--- src/rtl/psd_frame_counter.sv ---
// One-stage AXI-Stream register slice that tags PSD samples with BRAM byte address,
// cycle index and frame flags. Define PSD_FRAME_COUNTER_FRAME_CNT_EN for frame_count/frame_done.
module psd_frame_counter #(
  parameter int DATA_WIDTH     = 32,
  parameter int PERIOD_WIDTH   = 12,
  parameter int N_CYCLES_WIDTH = 16,
  parameter int ADDR_SHIFT     = 2
) (
  input  logic                               clk,
  input  logic                               rst,
  input  logic [PERIOD_WIDTH-1:0]            period_m1,
  input  logic [N_CYCLES_WIDTH-1:0]          n_cycles_m1,
  input  logic                               start,
  input  logic                               single_shot,
  input  logic [DATA_WIDTH-1:0]              s_axis_tdata,
  input  logic                               s_axis_tvalid,
  output logic                               s_axis_tready,
  output logic [DATA_WIDTH-1:0]              m_axis_tdata,
  output logic                               m_axis_tvalid,
  input  logic                               m_axis_tready,
  output logic                               m_axis_tlast,
  output logic [PERIOD_WIDTH+ADDR_SHIFT-1:0] addr,
  output logic [N_CYCLES_WIDTH-1:0]          cycle_index,
  output logic                               first_cycle,
  output logic                               last_cycle,
  output logic                               active,
  output logic                               busy
`ifdef PSD_FRAME_COUNTER_FRAME_CNT_EN
  ,
  output logic [31:0]                        frame_count,
  output logic                               frame_done
`endif
);

  localparam int ADDR_W = PERIOD_WIDTH + ADDR_SHIFT;

  typedef enum logic {IDLE = 1'b0, RUN = 1'b1} state_t;

  state_t                      state_q, state_d;
  logic [PERIOD_WIDTH-1:0]     cnt;
  logic [N_CYCLES_WIDTH-1:0]   cyc;
  logic [PERIOD_WIDTH-1:0]     period_sh;
  logic [N_CYCLES_WIDTH-1:0]   n_cycles_sh;
  logic                        accept;
  logic                        cnt_wrap;
  logic                        frame_end;
  logic [ADDR_W-1:0]           cnt_addr;

  assign s_axis_tready = !m_axis_tvalid || m_axis_tready;
  assign accept        = s_axis_tvalid && s_axis_tready;
  assign cnt_wrap      = (cnt == period_sh);
  assign frame_end     = busy && accept && cnt_wrap && (cyc == n_cycles_sh);
  assign cnt_addr      = ADDR_W'(cnt) << ADDR_SHIFT;

  // State register
  always_ff @(posedge clk) begin
    // NOTE: sequential state uses non-blocking assignments so every register samples pre-edge values.
    if (rst) state_q <= IDLE;
    else     state_q <= state_d;
  end

  // Next-state logic
  always_comb begin
    // NOTE: default assignment first keeps this block free of inferred latches.
    state_d = state_q;
    case (state_q)
      IDLE:    if (start) state_d = RUN;
      RUN:     if (frame_end && single_shot) state_d = IDLE;
      default: state_d = IDLE;
    endcase
  end

  // Output logic
  always_comb begin
    busy = (state_q == RUN);
  end

  // Counters and config shadows; config is only sampled at start or at a frame boundary.
  always_ff @(posedge clk) begin
    if (rst) begin
      cnt         <= '0;
      cyc         <= '0;
      period_sh   <= '0;
      n_cycles_sh <= '0;
    end else if (!busy) begin
      if (start) begin
        cnt         <= '0;
        cyc         <= '0;
        period_sh   <= period_m1;
        n_cycles_sh <= n_cycles_m1;
      end
    end else if (accept) begin
      if (frame_end) begin
        cnt         <= '0;
        cyc         <= '0;
        period_sh   <= period_m1;
        n_cycles_sh <= n_cycles_m1;
      end else if (cnt_wrap) begin
        cnt <= '0;
        cyc <= cyc + 1'b1;
      end else begin
        cnt <= cnt + 1'b1;
      end
    end
  end

  // Output slice: data and sidebands load together from the pre-increment counters.
  always_ff @(posedge clk) begin
    if (rst) begin
      m_axis_tvalid <= 1'b0;
      m_axis_tdata  <= '0;
      m_axis_tlast  <= 1'b0;
      addr          <= '0;
      cycle_index   <= '0;
      first_cycle   <= 1'b0;
      last_cycle    <= 1'b0;
      active        <= 1'b0;
    end else if (s_axis_tready) begin
      m_axis_tvalid <= s_axis_tvalid;
      if (s_axis_tvalid) begin
        m_axis_tdata <= s_axis_tdata;
        m_axis_tlast <= frame_end;
        addr         <= busy ? cnt_addr : '0;
        cycle_index  <= busy ? cyc : '0;
        first_cycle  <= busy && (cyc == '0);
        last_cycle   <= busy && (cyc == n_cycles_sh);
        active       <= busy;
      end
    end
  end

`ifdef PSD_FRAME_COUNTER_FRAME_CNT_EN
  always_ff @(posedge clk) begin
    if (rst) begin
      frame_count <= '0;
      frame_done  <= 1'b0;
    end else begin
      frame_done <= frame_end;
      if (frame_end && (frame_count != '1)) frame_count <= frame_count + 32'd1;
    end
  end
`endif

endmodule

--- config.mk ---
export PLATFORM = sky130hd
export DESIGN_NAME = psd_frame_counter
export DESIGN_NICKNAME = d
export VERILOG_FILES = /design/src/rtl/psd_frame_counter.sv
export SDC_FILE = /design/constraint.sdc
export NUM_CORES = 1
export LEC_CHECK = 0
export BUFFER_PORTS_ARGS = -buffer_cell sky130_fd_sc_hd__buf_2
export CAP_MARGIN = 20
export CORE_UTILIZATION = 48
export CTS_CLUSTER_SIZE = 8
export DETAILED_ROUTE_END_ITERATION = 10
export PLACE_DENSITY_LB_ADDON = 0.3
export SETUP_SLACK_MARGIN = 0.1
export SLEW_MARGIN = 0
export SYNTH_ARGS = -nofsm -noshare
export SYNTH_HDL_FRONTEND = slang
export SYNTH_SLANG_ARGS = --single-unit
export TNS_END_PERCENT = 1
--- constraint.sdc ---
create_clock -name clk -period 2.6 [get_ports clk]
set_clock_uncertainty 0.2 [all_clocks]
set_input_delay 0.26 -clock clk [delete_from_list [all_inputs] [get_ports clk]]
set_output_delay 0.26 -clock clk [all_outputs]
set_load 0.02 [all_outputs]
==> run summary <==
final wirelength -> 13840 um
CP Class -> reg -> reg
Clock transition at path regs -> 0.06 ns
number of vias per cell -> 5.287
GP Congestion -> 0.8858
largest net degree at the start of global routing -> 62
Tmin final -> 2.430 ns
crit path capture type -> register
period utilization -> 93.47%
setup TNS -> 0 ns
critical path peak fanout -> 5
Final Hold Viols -> 0
total power -> 4.807 mW
startpoint types -> register
Critical Path Source -> cnt[4]$_SDFFE_PP0P_
FP Rows -> 37
hold path startpoint -> rst
Slew Limit Fails -> 0
unrepaired setup endpoints after global routing -> yes
Critical Path Slowest Stage Cell -> or4_4
vias in the first global route -> 4924
maximum clock rate -> 411.5 MHz
data arrival time of the worst path -> 2.67 ns
initial antenna violation count -> 0
synthesized cell area -> 0.005075 mm^2
Fillers -> 816
H-tree depth -> 4
Final Util -> 69.03%
CTS root buffer -> clkbuf_8
post-synth top area share -> 48.13%
Post-synth ARST share -> 0%
CP Cell Sequence -> xor2_1, or4_4, o31ai_4, nand4_2, or3_1, a21oi_1
sequential fraction of the synthesis area -> 48.13%
CTS buffer count -> 17
Yosys cell types -> 43
total track usage -> 25.68%
Reg area -> 0.002446 mm^2
ys flop type -> dfxtp_1
Leak Pwr -> 3.112 nW
setup bufs post-CTS -> 0
Max stage delay on crit path -> 0.56 ns
area occupied by multi-input gates -> 0.002446 mm^2
clk sink count -> 122
layout cells sized above 1 -> 23.47%
Finish-stage setup viols -> 0
Max IR drop VDD -> 0.5218 mV
PwrDens -> 677.6 mW/mm^2
Initial DRC Count -> 333
remaining antenna violation count after routing -> 0
Placeable Area -> 0.01028 mm^2
dominant cell type by area after synthesis -> dfxtp_1
CTS tree -> done
first-pass GRT wire length -> 22530 um
Skew-Pair Late Insertion Delay -> 0.51 ns
Yosys warnings -> 0
EDFF count, synth -> 0
drt pass-1 iters -> 8
required time of the worst setup path -> 2.83 ns
P&R area growth vs syn -> 39.79%
Worst-Margin Slew -> 0.6429 ns
Die X -> 104.8 um
Slew headroom -> 57.14%
GRT overflow -> 0
Mean Syn Cell Area -> 8.430 um^2
# diodes -> 0
Synth Register Bits -> 122
FF-to-FF Start -> cnt[4]$_SDFFE_PP0P_
clock buffer depth -> 2
Port Buffer Count -> 132
Synth area leaders -> dfxtp_1 (48%), nand2_1 (8.1%), a21oi_1 (6.9%)
total die area -> 0.01099 mm^2
vias after detailed routing -> 4954
DR WL/cell -> 14.77 um
min-delay worst type -> in -> reg
DRC viols -> 0
initial core utilization -> 49.38%
Final nets -> 859
die span in y -> 104.8 um
DPL Wire Length -> 8892 um
number of max-cap violations -> 0
I/O pins -> 135
run status -> complete, no violations
Synth Instances -> 602
## placed cells by master (no fill, tap or decap), types with 3 or more instances in the layout
cell	instances
a21oi_1	70
and3_1	6
and4_1	3
buf_2	132
buf_4	15
bufinv_16	3
clkbuf_1	3
clkbuf_16	16
clkbuf_8	3
clkinv_2	3
dfxtp_1	119
dfxtp_2	3
dlygate4sd3_1	64
ha_1	3
inv_1	6
mux2i_1	29
nand2_1	108
nand3_1	33
nand4_1	17
nor2_1	65
nor3_1	3
nor4_1	8
xnor2_1	15
xor2_1	33
## worst max-delay path, delay by kind of cell (launching register included)
family / cells / cell delay [ns]
compound gates: 2 / 0.49
flops: 1 / 0.41
simple gates: 3 / 1.12
xor+xnor: 1 / 0.13
## power breakdown
part,leakage [nW],internal [mW],switching (mW)
logic,1.84,0.243,0.305
registers,0.995,1.94,0.0425
clock network,0.277,1.49,0.787
## synth_stat cells, types with 2 or more instances
master and instances:
or4_4 2, nand3_1 33, nand2_1 109, inv_1 6
dfxtp_1 122, clkbuf_1 30, and3_1 6, buf_4 4
nand2b_1 3, xor2_1 33, nor2_1 65, nand4_1 17
nor2b_1 2, buf_2 5, and2_1 3, o21ai_0 3
buf_1 6, mux2i_1 29, nor4_1 8, a31oi_1 2
xnor2_1 15, a21oi_1 70, or3_1 2, and4_1 3
ha_1 3, nor3_1 4
## flip-flops by register name (all words and copies together) (netlist names)
name	flops
active	1
cnt	12
n_cycles_sh	16
m_axis_tvalid	1
m_axis_tdata	32
cycle_index	16
busy	1
first_cycle	1
last_cycle	1
m_axis_tlast	1
cyc	16
addr	12
period_sh	12
## cell families (layout without fill, tap and decap cells)
logic type                 Yosys count  in the layout  share of synthesized area [%]
and+or+nand+nor                    265            265                          23.96
buffers and inverters               51            249                          4.191
muxes                               29             29                          5.720
DFF                                122            122                          48.13
xor gates and xnor gates            48             48                          8.284
AOI/OAI and AO/OA                   83             83                          8.901
other                                1              2                        0.07389
adders and majority gates            3              3                         0.7397
## stage by stage
step / setup slack [ns] / std cells / cell area (um^2) / hold slack [ns]
floorplan: 0.3502 / 603 / 5079 / 0.1807
global placement: 0.2622 / 843 / 5862 / 0.2363
detailed placement: 0.1781 / 843 / 5862 / 0.2431
CTS: 0.1236 / 937 / 7076 / 0.02500
global route: 0.08614 / 937 / 7094 / 0.05627
finish: 0.1699 / 937 / 7094 / 0.05277
## path summary, 6_finish.rpt
check	end	depth (start not counted)	slack, ns
setup reg to reg	cyc[15]$_SDFFE_PP0P_	6	0.17
hold reg to reg	cycle_index[10]$_SDFFE_PP0P_	2	0.25
hold / removal	n_cycles_sh[9]$_SDFFE_PP0P_	2	0.05
setup / recovery	cyc[15]$_SDFFE_PP0P_	6	0.17
## final cells by class
| cell class | instances | area share (%) |
|---|---|---|
| Clock buffer | 22 | 6.384 |
| Sequential cell | 122 | 34.48 |
| Inverter | 6 | 0.3175 |
| Tap cell | 136 | 2.399 |
| Multi-Input combinational cell | 430 | 34.48 |
| Timing Repair Buffer | 213 | 20.25 |
| Clock inverter | 8 | 1.693 |
## what timing repair did
item	CTS	global route
hold endpoints to repair	62	0
gates resized for setup	0	7
setup endpoints to repair	0	43
hold buffers	64	0
## layer usage
metal / vias up / GRT usage [%] / wire length (um)
li1: 2399 / - / -
met1: 2312 / 28.78 / 5475
met2: 194 / 44.99 / 7033
met3: 49 / 5.926 / 774
met4: 0 / 13.98 / 556
met5: - / 0 / 0
Power figures use the tool's default switching activity.
